<file path="config.mk">
export PLATFORM = sky130hd
export DESIGN_NAME = sipo_deser
export DESIGN_NICKNAME = d
export VERILOG_FILES = /design/src/rtl/sipo_deser_pkg.sv /design/src/rtl/sipo_deser_hold_buf.sv /design/src/rtl/sipo_deser.sv
export SDC_FILE = /design/constraint.sdc
export NUM_CORES = 1
export LEC_CHECK = 0
export CORE_UTILIZATION = 38
export DETAILED_ROUTE_END_ITERATION = 10
export GPL_ROUTABILITY_DRIVEN = 0
export HOLD_SLACK_MARGIN = 0.06
export SLEW_MARGIN = 40
export SYNTH_ARGS = -nofsm -noshare
export SYNTH_HDL_FRONTEND = slang
export SYNTH_SLANG_ARGS = --single-unit
</file>
<file path="constraint.sdc">
create_clock -name clk -period 3.3 [get_ports clk]
set_clock_uncertainty 0.15 [all_clocks]
set_input_delay 0.825 -clock clk [delete_from_list [all_inputs] [get_ports clk]]
set_output_delay 0.825 -clock clk [all_outputs]
set_load 0.02 [all_outputs]
</file>
<file path="src/rtl/sipo_deser_pkg.sv">
// sipo_pkg: shared constants, frame-length helper and holding-buffer type for
// the sipo_deser serial-in / parallel-out deserializer.
//
// Build option: define SIPO_PARITY_EN to append one even-parity bit to every
// frame; without it a frame is exactly WIDTH data bits.
//
// Contents:
//   SIPO_WIDTH_DEF  default data width (bits per word)
//   SIPO_PARITY_ON  1 when the parity build is selected
//   sipo_frame()    serial bits per frame for a given width / parity option
//   sipo_hold_t     holding-buffer entry {data, par_err} at the default width
package sipo_pkg;

   localparam int SIPO_WIDTH_DEF = 4;

`ifdef SIPO_PARITY_EN
   localparam bit SIPO_PARITY_ON = 1'b1;
`else
   localparam bit SIPO_PARITY_ON = 1'b0;
`endif

   function automatic int sipo_frame(input int width, input bit parity_en);
      return parity_en ? width + 1 : width;
   endfunction

   typedef struct packed {
      logic [SIPO_WIDTH_DEF-1:0] data;
      logic                      par_err;
   } sipo_hold_t;

endpackage

</file>
<file path="src/rtl/sipo_deser_hold_buf.sv">
// sipo_hold_buf: one-entry valid/ready holding buffer for completed words.
//
// A word offered on load is taken when the buffer is empty or is being
// drained on the same edge (no bubble on back-to-back words). A word offered
// while the buffer is full and not draining is dropped and the sticky
// overrun flag is raised; only flush or reset clears it. flush leaves the
// buffered word and its valid flag alone.
//
// Ports:
//   clk        rising-edge clock
//   reset      asynchronous active-low reset
//   flush      clears overrun
//   load       a completed word is offered this edge
//   load_word  the offered entry {data, par_err}
//   ready      consumer accepts the held word when valid & ready
//   word       held entry
//   valid      held entry not yet consumed
//   overrun    sticky: an offered word was dropped
module sipo_hold_buf
   import sipo_pkg::*;
#(
   parameter type hold_t = sipo_hold_t
) (
   input  logic  clk,
   input  logic  reset,
   input  logic  flush,
   input  logic  load,
   input  hold_t load_word,
   input  logic  ready,
   output hold_t word,
   output logic  valid,
   output logic  overrun
);

   logic take;

   // Free, or emptying on this very edge.
   assign take = load & (~valid | ready);

   always_ff @(posedge clk or negedge reset) begin
      if (!reset) begin
         word    <= '0;
         valid   <= 1'b0;
         overrun <= 1'b0;
      end else begin
         if (take) begin
            word  <= load_word;
            valid <= 1'b1;
         end else if (valid & ready) begin
            valid <= 1'b0;
         end

         if (flush) begin
            overrun <= 1'b0;
         end else if (load & ~take) begin
            overrun <= 1'b1;
         end
      end
   end

endmodule

</file>
<file path="src/rtl/sipo_deser.sv">
// sipo_deser: serial-in, parallel-out deserializer. Collects an MSB-first
// framed bit stream into WIDTH-bit words and hands each finished word to a
// one-deep valid/ready holding buffer so shifting continues while the
// consumer stalls.
//
// Build option: SIPO_PARITY_EN adds a trailing even-parity bit to each frame;
// par_err then reports the XOR of all WIDTH+1 received bits for the word on
// pout. Without it par_err is constant 0. The port list is the same in both
// builds.
//
// Ports:
//   clk         rising-edge clock
//   reset       asynchronous active-low reset
//   sin         serial data bit
//   sin_valid   sin is sampled on this edge
//   flush       discards the partial word and clears overrun (wins over sin)
//   pout        completed word, MSB = first bit received
//   pout_valid  pout holds an unconsumed word
//   pout_ready  consumer accepts pout when pout_valid & pout_ready
//   overrun     sticky: a completed word was dropped
//   par_err     parity error for the word on pout
module sipo_deser
   import sipo_pkg::*;
#(
   parameter int WIDTH = SIPO_WIDTH_DEF
) (
   input  logic             clk,
   input  logic             reset,
   input  logic             sin,
   input  logic             sin_valid,
   input  logic             flush,
   output logic [WIDTH-1:0] pout,
   output logic             pout_valid,
   input  logic             pout_ready,
   output logic             overrun,
   output logic             par_err
);

   localparam int FRAME = sipo_frame(WIDTH, SIPO_PARITY_ON);
   localparam int CNT_W = $clog2(FRAME + 1);

   typedef struct packed {
      logic [WIDTH-1:0] data;
      logic             par_err;
   } hold_t;

   // The completing bit is taken straight from sin, so the register only
   // needs the bits received before it: WIDTH-1 without parity, all WIDTH
   // data bits when the parity bit closes the frame.
`ifdef SIPO_PARITY_EN
   localparam int SH_W = WIDTH;
`else
   localparam int SH_W = WIDTH - 1;
`endif

   logic [SH_W-1:0]  shreg;
   logic [CNT_W-1:0] bit_cnt;
   logic             shift;
   logic             done;
   hold_t            done_word;
   hold_t            held;

   assign shift = sin_valid & ~flush;
   assign done  = shift & (bit_cnt == CNT_W'(FRAME - 1));

`ifdef SIPO_PARITY_EN
   assign done_word.data    = shreg;
   assign done_word.par_err = ^{shreg, sin};
`else
   assign done_word.data    = {shreg, sin};
   assign done_word.par_err = 1'b0;
`endif

   always_ff @(posedge clk or negedge reset) begin
      if (!reset) begin
         shreg   <= '0;
         bit_cnt <= '0;
      end else if (flush) begin
         shreg   <= '0;
         bit_cnt <= '0;
      end else if (sin_valid) begin
         // Oldest bit falls off the top; the word is rebuilt every frame.
         shreg   <= SH_W'({shreg, sin});
         bit_cnt <= done ? '0 : bit_cnt + 1'b1;
      end
   end

   sipo_hold_buf #(
      .hold_t (hold_t)
   ) u_hold (
      .clk       (clk),
      .reset     (reset),
      .flush     (flush),
      .load      (done),
      .load_word (done_word),
      .ready     (pout_ready),
      .word      (held),
      .valid     (pout_valid),
      .overrun   (overrun)
   );

   assign pout    = held.data;
   assign par_err = held.par_err;

endmodule

</file>
# Word-level counts from Yosys, hierarchy flattened
# Index checks and enable logic that the tools add are counted.
[totals]
regBits = 12
latchBits = 0
mem_bits_rw = 0
rom_bits = 0
inputBits = 6
output_inout_bits = 7
word_cells = 28
mem_count = 0
[op_classes]
n_addsub = 1
mul = 0
n_div = 0
order_cmp = 0
eq_ne = 1
shifts = 0
n_mux = 9
bitwise_logic = 9
reduce_logical = 3
[op_table]
columns = ["cell", "count"]
rows = [
  ["$mux 3", 5],
  ["$reduce_bool 2->1", 3],
  ["$and 1x1->1", 5],
  ["$mux 1", 4],
  ["$add 3x1->3 const B", 1],
  ["$eq 3x2->1 const B", 1],
  ["$not 1->1", 3],
  ["$or 1x1->1", 1],
]

# Longest topological paths before layout
# Gate-level depths: netlist of the first run.
[logic_depth]
ltp_word = 8
ltp_mapped = 4
depth_no_buf = 4

# Hierarchy
# From an unflattened synthesis of the first run, not the netlist that was laid out.
[hier_totals]
cells_unflattened = 43
hier_area_um2 = 581.8
[by_module_without_submodules]
columns = ["module", "instances", "cells_each", "area_per_inst_um2", "seq_area_each_um2"]
rows = [
  ["sipo_hold_buf", 1, 18, 296.5, 175.2],
  ["sipo_deser", 1, 25, 285.3, 150.1],
]

# Least setup slack after synthesis of the first run
# No wires, ideal clock.
[synth_path]
path_kind = "input to register"
start = "input flush"
end = "register u_hold.word[1] in the netlist's numbering"
setup_time_ns = 0.125
arrival_ns = 1.469
required_ns = 3.025
setup_slack_ns = 1.557
cell_stages = 3
n_path_buf = 1
cell_sequence = "clkbuf_2 nand4b_4 mux2_2"
[synth_between]
elab_chain_len = 4
[synth_rtl]
columns = ["element", "line", "text"]
rows = [
  ["start, declared", "sipo_deser.sv:31", "input logic flush,"],
  ["$not 1->1", "sipo_deser.sv:63", "assign shift = sin_valid & ~flush;"],
  ["$and 1x1->1", "sipo_deser.sv:63", ""],
  ["$and 1x1->1", "sipo_deser.sv:64", "assign done = shift & (bit_cnt == CNT_W'(FRAME - 1));"],
  ["$and 1x1->1", "sipo_deser_hold_buf.sv:38", "assign take = load & (~valid | ready);"],
  ["end signal, assigned", "sipo_deser_hold_buf.sv:47", "word <= load_word;"],
  ["end, declared", "sipo_deser_hold_buf.sv:30", "output hold_t word,"],
]
# Every way passes these cells.
# A chain may end at the register's enable or synchronous reset.

# Worst setup path in the final report of the first run
[layout_path]
start = "register u_hold.valid"
end = "output pout_valid"
[layout_rtl]
columns = ["element", "line", "text"]
rows = [
  ["start, declared", "sipo_deser_hold_buf.sv:31", "output logic valid,"],
  ["start signal, assigned", "sipo_deser_hold_buf.sv:43", "valid <= 1'b0;"],
  ["start signal, assigned", "sipo_deser_hold_buf.sv:48", "valid <= 1'b1;"],
  ["start signal, assigned", "sipo_deser_hold_buf.sv:50", "valid <= 1'b0;"],
  ["end, declared", "sipo_deser.sv:33", "output logic pout_valid,"],
]
# No word-level cell between the ends.

==> results of run 1 <==
-- area by class of cell --
cell class                      instances  area share [%]
Tap cell                               15            2.77
Clock buffer                            3            3.33
Inverter                                2            1.11
Multi-Input combinational cell         27            32.2
Timing Repair Buffer                   11            16.3
Sequential cell                        12            44.4
-- logic make-up (layout without fill, tap and decap cells) --
kind of cell / count (synthesis) / in the layout / synth area share [%]
compound gates: 5 / 5 / 5.76
fa+ha+maj: 1 / 1 / 2.30
buf+inv: 5 / 16 / 4.61
flops: 12 / 12 / 55.3
mux: 7 / 7 / 13.8
other cells: 1 / 1 / 0.691
simple gates: 13 / 13 / 17.5
-- metrics by stage --
stage | cell area, um^2 | hold slack [ns] | total power [W] | util [%] | instances
finish | 677 | 0.362 | 0.000280 | 51.4 | 70
global route | 677 | 0.380 | 0.000295 | 51.4 | 70
CTS | 677 | 0.358 | 0.000285 | 51.4 | 70
detailed placement | 654 | 0.342 | 0.000195 | 49.7 | 67
global placement | 654 | 0.334 | 0.000193 | 49.7 | 67
floorplan | 543 | 0.330 | 0.000178 | - | 44
-- cells in the mapped netlist (all sizes together) --
| library cell | count | area (um^2) |
|---|---|---|
| buf | 2 | 12.5 |
| nand2 | 1 | 3.75 |
| or2b | 1 | 7.51 |
| mux2i | 3 | 30.0 |
| nand4b | 1 | 23.8 |
| nand3b | 1 | 7.51 |
| o21ai | 1 | 5.00 |
| clkbuf | 1 | 5.00 |
| dfrtp | 12 | 300 |
| conb | 1 | 3.75 |
| nor2b | 1 | 13.8 |
| nand3 | 1 | 5.00 |
| a21oi | 2 | 10.0 |
| nand2b | 3 | 18.8 |
| a211oi | 1 | 7.51 |
| mux2 | 4 | 45.0 |
| ha | 1 | 12.5 |
| inv | 2 | 7.51 |
| nor2 | 4 | 15.0 |
| a41oi | 1 | 8.76 |
-- metal layers --
layer  track usage (%)  wire (um)
met1              17.2        427
met2              27.9        558
met4              10.3          0
met5                 0          0
met3              5.11         22
-- power breakdown --
| group | internal, W | switching (W) | total (W) |
|---|---|---|---|
| Clock | 0.0000422 | 0.0000464 | 0.0000886 |
| Combinational | 0.0000178 | 0.0000177 | 0.0000354 |
| Sequential | 0.000153 | 0.00000354 | 0.000156 |
-- state kept, by name, summed over array words and instances, names as in the netlist --
| register | count |
|---|---|
| u_hold.overrun | 1 |
| bit_cnt | 3 |
| u_hold.word | 4 |
| shreg | 3 |
| u_hold.valid | 1 |
-- worst register-to-register path, cell delays in order, from the launching register on --
cell and delay [ns]:
dfrtp_1 0.40, ha_1 0.23, nor2b_4 0.14, nand4b_4 0.11, mux2_2 0.35
-- path summary, 6_finish.rpt --
path | startpoint | end | slack, ns | depth (start not counted)
min in group asynchronous | reset | u_hold.valid | 0.74 | 1
max in group asynchronous | reset | u_hold.word[2] | 1.92 | 1
worst max-delay path | u_hold.valid | pout_valid | 1.04 | 1
worst max register to register | bit_cnt[0] | u_hold.word[2] | 1.81 | 4
worst min register to register | u_hold.word[1] | u_hold.word[1] | 0.36 | 1
worst min-delay path | u_hold.word[1] | u_hold.word[1] | 0.36 | 1
==> run summary, run 1 <==
#FFs+latches synth = 12
IR drop worst, VDD = 234 uV
Syn Area/Cell = 12.3 um^2
Worst skew pair latency = 0.27 ns
Core Box Area = 1320 um^2
GRT Total Usage = 16.4%
Clock root buffer = clkbuf_4
Detail-routed via count per cell = 4.96
Syn nets = 51
Critical path type = reg -> out
Final Hold Fails = 0
DR DRC count = 0
Detailed Route WL = 1.01 mm
Placement Rows = 13
Num CTS Buffers = 3
CP arrival = 1.28 ns
Hold Path Class = reg -> reg
Slew headroom = 65.8%
Hold-fix buffers at CTS = 0
Register area = 300 um^2
Synthesized area = 543 um^2
Critical path fanouts, max = 3
Setup_tns = 0 ns
Die ar. = 1580 um^2
CTS tree = done
Status = complete, no violations
Cell count after synthesis = 44
Slack of the critical path = 1.04 ns
F_max = 443 MHz
Initial antenna violation count = 0
Top Ports = 13
Pwr dens = 414 nW/um^2
Die height = 39.8 um
Worst-margin pin slew = 0.512 ns
Iter 0 DRT Violations = 2
H-tree Lvls = 1
First-pass iteration count of the detailed router = 4
Starting Density = 41.2%
Post-CTS sizing = 0
Vias in the first global route = 365
Minimum clock period = 2.26 ns
Final nets = 64
WP buf/inv = 1
Unrepaired setup endpoints after global routing = no
Slowest-stage cell, CP = clkdlybuf4s50_1
Post-synth cell types = 21
Register area share after synthesis = 55.3%
Die X = 39.8 um
First-pass GRT wire length = 1.59 mm
Largest net degree at the start of global routing = 13
Ant. Diodes = 0
Antenna-violating nets left = 0
Most common cell after layout, fill and taps aside = dfrtp_1
Worst endpoint required time = 2.32 ns
Most frequent cells in the layout = dfrtp_1, clkdlybuf4s50_1, mux2_2, nor2_1
Detailed-route via count = 347
Tcrit/Tclk final = 68.4%
Max Cap Viol = 0
Area grow syn2layout = 24.7%
Worst slack, placed = 0.906 ns
Max-slew violations = 0
Share of layout cells above drive strength 1 = 16.4%
Max Root-Sink Buffers = 2
CP top delay family = buffers and inverters
Port bufs = 11
Wire per inst = 14.4 um
Warnings from Yosys = 0
# setup viols final = 0
Clock slew at reported path FFs = 0.07 ns
Filler cell count = 115
Clock net sink count = 12
Leak Pwr = 0.312 nW
CP Cell Sequence = clkdlybuf4s50_1
Critical path's largest stage delay = 0.63 ns
Multi-input logic area = 218 um^2
Crit start category = flip-flop
GR Overflow Total = 0
Post-CTS Setup Bufs = 0
Critical path capture point type = output port
DP HPWL = 777 um
(Power assumes the default switching activity.)
==> run 2: changes to the inputs <==
--- a/config.mk
+++ b/config.mk
@@ -9,6 +9,7 @@
 export DETAILED_ROUTE_END_ITERATION = 10
 export GPL_ROUTABILITY_DRIVEN = 0
 export HOLD_SLACK_MARGIN = 0.06
+export PLACE_DENSITY = 0.66
 export SLEW_MARGIN = 40
 export SYNTH_ARGS = -nofsm -noshare
 export SYNTH_HDL_FRONTEND = slang
==> constraint.sdc (replaced) <==
create_clock -name clk -period 1.8 [get_ports clk]
set_clock_uncertainty 0.15 [all_clocks]
set_input_delay 0.45 -clock clk [delete_from_list [all_inputs] [get_ports clk]]
set_output_delay 0.45 -clock clk [all_outputs]
set_load 0.02 [all_outputs]
==> run 2 against run 1 <==
  * Combinational power grew 89%
  * Global-route usage shrank 0.38 points
  * Sequential share of layout area shrank 2.3 points
  * Utilization grew 2.8 points
  * Critical path type unchanged
  * Worst hold slack lost 0.046 ns
  * Setup slack lost 0.84 ns
  * Via count grew 9.8%
==> run summary, run 2 (same netlist as run 1, synthesis figures left out) <==
Vias in the first global route = 339 (-7.1%)
Final core occ = 54.1% (+2.8 points)
IR drop worst, VDD = 402 uV (+72%)
Tcrit/Tclk final = 88.7%
Max-slew violations = 0 (unchanged)
Pwr dens = 801 nW/um^2 (+93%)
Largest regs = u_hold.word: 4 flops, bit_cnt: 3 flops, shreg: 3 flops
Share of layout cells above drive strength 1 = 23.3% (+7.0 points)
Crit start category = flip-flop
Uppermost layer routed = met4
Max FFs per register = 4 (unchanged)
Critical path capture point type = output port
CTS tree = done
Critical Path Source = u_hold.word[4]
Critical path's largest stage delay = 0.40 ns (-0.23 ns)
Wire per inst = 13.3 um (-7.7%)
# setup viols final = 0 (unchanged)
Met2 WL post-DR = 466 um (-16%)
WL met1 = 459 um (+7.5%)
Die X = 39.8 um (unchanged)
Antenna-violating nets left = 0 (unchanged)
CP top delay family = flip-flops
WHS = 0.316 ns (-0.0457 ns)
Setup_tns = 0 ns (unchanged)
Starting Density = 41.2% (unchanged)
Clock slew at reported path FFs = 0.08 ns (about the same)
Unrepaired setup endpoints after global routing = no
PnR Total Power = 0.000571 W (+100%)
Max Root-Sink Buffers = 2 (unchanged)
Clock net sink count = 12 (unchanged)
Area grow syn2layout = 31.3%
Post-CTS Setup Bufs = 0 (unchanged)
Initial antenna violation count = 0 (unchanged)
Most frequent cells in the layout = dfrtp_1, dlygate4sd2_1, clkdlybuf4s50_1
GRT Total Usage = 16.0% (-0.38 points)
GR Overflow Total = 0 (unchanged)
Worst endpoint required time = 1.20 ns (-1.12 ns)
Num CTS Buffers = 3 (unchanged)
Metal3 WL = 62 um (+180%)
Core Box Area = 1320 um^2 (unchanged)
Biggest register = u_hold.word
Reg2Reg Launch Point = bit_cnt[0]
Detailed Route WL = 997 um (-1.1%)
First-pass iteration count of the detailed router = 6 (+2)
Detail-routed via count per cell = 5.08 (+2.5%)
Slowest-stage cell, CP = dfrtp_1
Port bufs = 11 (unchanged)
Stages on the worst setup path = 1 (unchanged)
Ant. Diodes = 0 (unchanged)
Hold Path Class = in -> async
Top Ports = 13 (unchanged)
CP arrival = 1.00 ns (-0.28 ns)
Minimum clock period = 1.60 ns
Largest net degree at the start of global routing = 13 (unchanged)
Max Cap Viol = 0 (unchanged)
Placement Rows = 13 (unchanged)
F_max = 627 MHz
First-pass GRT wire length = 1.50 mm (-5.6%)
Final nets = 68 (+6.3%)
CP Cell Sequence = dlygate4sd2_1
Critical path type = reg -> out
Status = complete, no violations
Final Hold Fails = 0 (unchanged)
R2r setup slk = 0.30 ns (-1.51 ns)
Most common cell after layout, fill and taps aside = dfrtp_1
Die ar. = 1580 um^2 (unchanged)
H-tree Lvls = 1 (unchanged)
DP HPWL = 726 um (-6.6%)
Iter 0 DRT Violations = 9 (+7)
Clock root buffer = clkbuf_4
DR DRC count = 0 (unchanged)
Critical path fanouts, max = 2 (-1)
CP Capture Point = pout[3]
R2r endpoint = u_hold.word[4]
Worst skew pair latency = 0.27 ns (about the same)
Detailed-route via count = 381 (+9.8%)
WP buf/inv = 1 (unchanged)
Leak Pwr = 0.366 nW (+17%)
Reg2Reg Depth = 4 (unchanged)
Die height = 39.8 um (unchanged)
-- run 2: where the power goes --
group          internal (W)  total (W)  switching [W]
registers          0.000280   0.000287     0.00000691
clock network      0.000123   0.000217      0.0000945
logic             0.0000342  0.0000669      0.0000326
-- run 2: worst min-delay path by stage --
stage | startpoint | end | slack (ns)
final | reset | bit_cnt[2] | 0.32
after CTS | reset | bit_cnt[2] | 0.32
after floorplan | reset | bit_cnt[0] | 0.004
after global routing | reset | bit_cnt[0] | 0.34
after detailed placement | u_hold.word[3] | u_hold.word[3] | 0.35
after global placement | u_hold.overrun | u_hold.overrun | 0.34
-- run 2: metrics by stage --
step           setup slack (ns)  instances  area (um^2)
2_1_floorplan             0.382         44          543
3_3_place_gp            -0.0144         71          684
3_5_place_dp            -0.0127         71          684
4_1_cts                   0.197         75          713
5_1_grt                   0.164         75          713
6_report                  0.204         75          713
-- run 2: routing by layer --
layer  vias up  GRT usage, %
met5         -             0
met4         0          12.9
met3         2          5.11
met2        17          24.2
met1       182          18.2
li1        180             -
-- run 2: repair_timing --
| action | CTS | global route |
|---|---|---|
| hold endpoints to repair | 0 | 0 |
| setup endpoints to repair | 6 | 0 |
| hold buffers | 0 | 0 |
| resized for setup | 6 | 0 |
-- run 2: final cells by class --
type	count	area, um^2
multi-input cells	27	218
clock buffers	4	36.3
inverters	2	7.51
well taps	15	18.8
fillers	115	604
repair buffers	15	133
flip-flops and latches	12	300
